`src/rtl/mem_pkg.sv`:
```
// mem_pkg: shared FSM encoding, byte-enable patterns and timeout default for the memory port.
package mem_pkg;
  typedef enum logic [1:0] {IDLE, REQ, DONE} state_t;
  localparam logic [3:0] BE_WORD = 4'hF;
  localparam logic [3:0] BE_HALF_LO = 4'h3;
  localparam logic [3:0] BE_HALF_HI = 4'hC;
  localparam int TIMEOUT_CYCLES_DEFAULT = 255;
endpackage

```
`src/rtl/mem_lane_align.sv`:
```
// mem_lane_align: combinational store lane steering and half-word load extraction with sign extension.
module mem_lane_align
  import mem_pkg::*;
(
  input  logic        stHalf,
  input  logic        stAddr1,
  input  logic [31:0] stWdata,
  output logic [3:0]  be,
  output logic [31:0] busWdata,
  input  logic        ldHalf,
  input  logic        ldAddr1,
  input  logic [31:0] busRdata,
  output logic [31:0] ldData
);
  logic [15:0] half;
  always_comb begin
    be = !stHalf ? BE_WORD : stAddr1 ? BE_HALF_HI : BE_HALF_LO;
    busWdata = stHalf ? {2{stWdata[15:0]}} : stWdata;
    half = ldAddr1 ? busRdata[31:16] : busRdata[15:0];
    ldData = ldHalf ? {{16{half[15]}}, half} : busRdata;
  end
endmodule

```
`config.mk`:
```
export PLATFORM = sky130hd
export DESIGN_NAME = mem_lane_align
export DESIGN_NICKNAME = d
export VERILOG_FILES = /design/src/rtl/mem_pkg.sv /design/src/rtl/mem_lane_align.sv
export SDC_FILE = /design/constraint.sdc
export NUM_CORES = 1
export LEC_CHECK = 0
export CAP_MARGIN = 20
export CORE_ASPECT_RATIO = 1.2
export CORE_MARGIN = 1.5
export CORE_UTILIZATION = 23
export DETAILED_ROUTE_END_ITERATION = 10
export GPL_TIMING_DRIVEN = 0
export PLACE_DENSITY = 0.93
export SLEW_MARGIN = 15
export SYNTH_ARGS = -nofsm -noshare
export SYNTH_HDL_FRONTEND = slang
export SYNTH_SLANG_ARGS = --single-unit
```
`constraint.sdc`:
```
create_clock -name vclk -period 2
set_input_delay 0.4 -clock vclk [all_inputs]
set_output_delay 0.4 -clock vclk [all_outputs]
set_load 0.01 [all_outputs]
```
# After elaboration in Yosys (flattened, before gate mapping)
# Cells that the tools add are included.
# word_totals
regBits	0
inputBits	68
output_inout_bits	68
elab_cells	5
# classes
n_mux	5
# op_table
cell	count
2-to-1 mux 32 bit	2
2-to-1 mux 16 bit	1
2-to-1 mux 4 bit	2

# Longest topological paths before layout
# depth
word_depth	2
depth_mapped	4
mapped_depth_nobuf	2

# Worst setup path after synthesis
# No wires, ideal clock.
# synth_path
path_kind	in2out
from	in stHalf
to	out busWdata[21]
arrival_time_ns	1.183
t_required_ns	1.600
setup_slack_ns	0.417
cell_stages	3
path_buffers	2
cell_sequence	buf_2 buf_2 mux2_1
# synth_via
elab_chain_cells	1
# synth_lines
item	line	rtl
from (decl)	mem_lane_align.sv:5	input logic stHalf,
2-to-1 mux 32 bit	mem_lane_align.sv:18	busWdata = stHalf ? {2{stWdata[15:0]}} : stWdata;
to (decl)	mem_lane_align.sv:9	output logic [31:0] busWdata,
# Every way passes these cells.

# Final worst setup path
# layout_path
from	in stWdata[6]
to	out busWdata[6]
# layout_via
elab_chain_cells	1
# layout_lines
item	line	rtl
from (decl)	mem_lane_align.sv:7	input logic [31:0] stWdata,
2-to-1 mux 32 bit	mem_lane_align.sv:18	
# Every way passes these cells.

==> impl_metrics.csv <==
group,metric,value,unit
synth,syn_avg_cell_area,8.06,um^2
global_route,grt_max_degree,11,
timing,relSlewSlack,70.9,%
worst_setup_path,arrival,1550,ps
synth,yosysSeqAreaShare,0,%
worst_setup_path,crit_fanout,2,
power_and_ir_drop,power,0.510,mW
placed_design,hpwlAfterDp,3380,um
floorplan,core,0.00308,mm^2
power_and_ir_drop,seqPwrFrac,0,%
power_and_ir_drop,power_density,236,mW/mm^2
timing,fin_crit_sh,97.6,%
final_layout,regArea,0,um^2
synth,synth_common_cells,"mux2_1, buf_4, a21oi_1, nor2_1, mux2_4",
synth,syn-num-nets,161,
timing,worstMarginPinSlew,436,ps
routing,vias,1167,
final_layout,flops_and_latches,0,
timing,setup_tns,0,ps
synth,synthCells,93,
global_route,grt_pass1_vias,1093,
floorplan,ioPinCount,136,
power_and_ir_drop,p_clk_share,0,%
routing,wl_met3,361,um
floorplan,rows,22,
worst_setup_path,crit_start,"stWdata[6]",
timing,final_max_slew_viol_count,0,
timing,setup_viol,0,
synth,synth_cell_type_count,12,
routing,m1WireLength,1360,um
worst_setup_path,required,1600,ps
run,cap_violations,0,
synth,ys_top_cells_by_area,"mux2_1, mux2_4, buf_4",
final_layout,insertedDiodeCount,0,
clock_network,cts_hold_buf,0,
global_route,antenna_found_initial,0,
timing,rsz0062_at_grt,"false",
global_route,grt_first_pass_wirelength,5290,um
worst_setup_path,endpoint,"busWdata[6]",
synth,synth_top_cell_by_area,"mux2_1",
routing,drt_iter0_drc,7,
global_route,grt_overflow_total,0,
worst_setup_path,cp-end-kind,"output port",
power_and_ir_drop,switching_share,36.8,%
floorplan,die_area,0.00361,mm^2
worst_setup_path,cp-start-kind,"input port",
final_layout,fill_cells,247,
synth,yosysWarnings,0,
routing,ant_nets,0,
routing,first_pass_iters,4,
final_layout,n_clock_buffer,0,
timing,max_freq,0.512,GHz
power_and_ir_drop,switchingPower,0.188,mW
power_and_ir_drop,peakVddDrop,136,uV
global_route,grt.total_usage,19.8,%
floorplan,die_h,65.5,um
worst_setup_path,crit_type,"in2out",
routing,drc,0,
placed_design,gp_congestion,0.763,
floorplan,start_util,24.3,%
routing,dr_wl_met2,2170,um
synth,netlist.area_leader.share,34.6,%
final_layout,drive_gt1_share,21.6,%
synth,synth_area,749,um^2
power_and_ir_drop,intPower,0.322,mW
power_and_ir_drop,pwr-share-comb,100.0,%
min_path,worstHoldPathType,"in2out",
power_and_ir_drop,p_leak,1.00,nW
timing,hold_violations,0,
final_layout,fin_nets,301,
synth,synthMostInstantiatedCell,"mux2_1",
final_layout,multi_input_area,591,um^2
timing,layout_min_cycle_time,1950,ps
routing,highest_layer,"met4",
routing,routed_wl,3970,um
final_layout,area_growth,189,%
placed_design,portBuffers,135,
floorplan,die_w,55.1,um
run_status,status,"complete, no violations",
routing,viasPerCell,4.37,
routing,wl_per_cell,14.9,um
-- worst min-delay path by stage --
stage | to | start | slack, ps | depth (start not counted)
floorplan | be[0] | stAddr1 | 880 | 1
global placement | busWdata[16] | stHalf | 1690 | 3
detailed placement | busWdata[18] | stHalf | 1700 | 3
CTS | busWdata[18] | stHalf | 1370 | 3
global route | busWdata[16] | stHalf | 1280 | 3
finish | busWdata[16] | stHalf | 1250 | 3
-- per-stage QoR --
| stage | hold slack, ps | worst slack (ps) | util (%) | area, um^2 | instances |
|---|---|---|---|---|---|
| after floorplan | 883 | 417 | - | 749 | 93 |
| after CTS | 1370 | 2.34 | 70.3 | 2170 | 267 |
| after global placement | 1690 | -584 | 69.6 | 2150 | 264 |
| final | 1250 | 48.8 | 70.3 | 2170 | 267 |
| after detailed placement | 1700 | -595 | 69.6 | 2150 | 264 |
| after global routing | 1280 | 14.2 | 70.3 | 2170 | 267 |
-- placed cells by master (no fill, tap or decap) --
cell type	instances
clkdlybuf4s50_1	82
dlygate4sd2_1	38
buf_4	23
mux2_1	23
nor2_1	15
a21oi_1	15
mux2_4	10
clkdlybuf4s15_2	9
clkbuf_2	4
dlymetal6s2s_1	3
nand2b_1	2
buf_6	1
nand2_1	1
clkbuf_1	1
mux2i_4	1
nand2_4	1
buf_12	1
clkdlybuf4s15_1	1
-- critical path: stages --
cell and delay [ps]:
clkdlybuf4s50_1 510, buf_4 120, clkdlybuf4s50_1 530
-- final cells by class --
| cell class | instances | share of cell area [%] |
|---|---|---|
| timing repair buffer | 138 | 61.6 |
| tap | 36 | 2.08 |
| buffer | 25 | 9.01 |
| multi-input combinational | 68 | 27.3 |
-- power groups by stage --
stage / clock network (mW) / registers (mW) / logic, mW
floorplan: 0 / 0 / 0.195
global placement: 0 / 0 / 0.544
detailed placement: 0 / 0 / 0.549
CTS: 0 / 0 / 0.516
global route: 0 / 0 / 0.541
finish: 0 / 0 / 0.510
-- routing by layer --
| layer | vias to the layer above | global-route usage (%) |
|---|---|---|
| met4 | 0 | 3.96 |
| met2 | 61 | 36.5 |
| met3 | 8 | 6.82 |
| met1 | 513 | 20.8 |
| met5 | - | 0 |
| li1 | 585 | - |
-- cells by family after synthesis --
kind of cell,share of synthesized area [%]
multiplexers,56.4
AO/OA/AOI/OAI,10.0
buffers and inverters,23.0
AND/OR/NAND/NOR,10.5
-- repair_timing --
action	CTS	global route
buffers inserted	3	0
endpoints found under the setup margin	49	17
pin swaps	0	0
gates resized for setup	81	5
gates cloned	0	0
No activity file was read; power rests on OpenSTA's default activity.
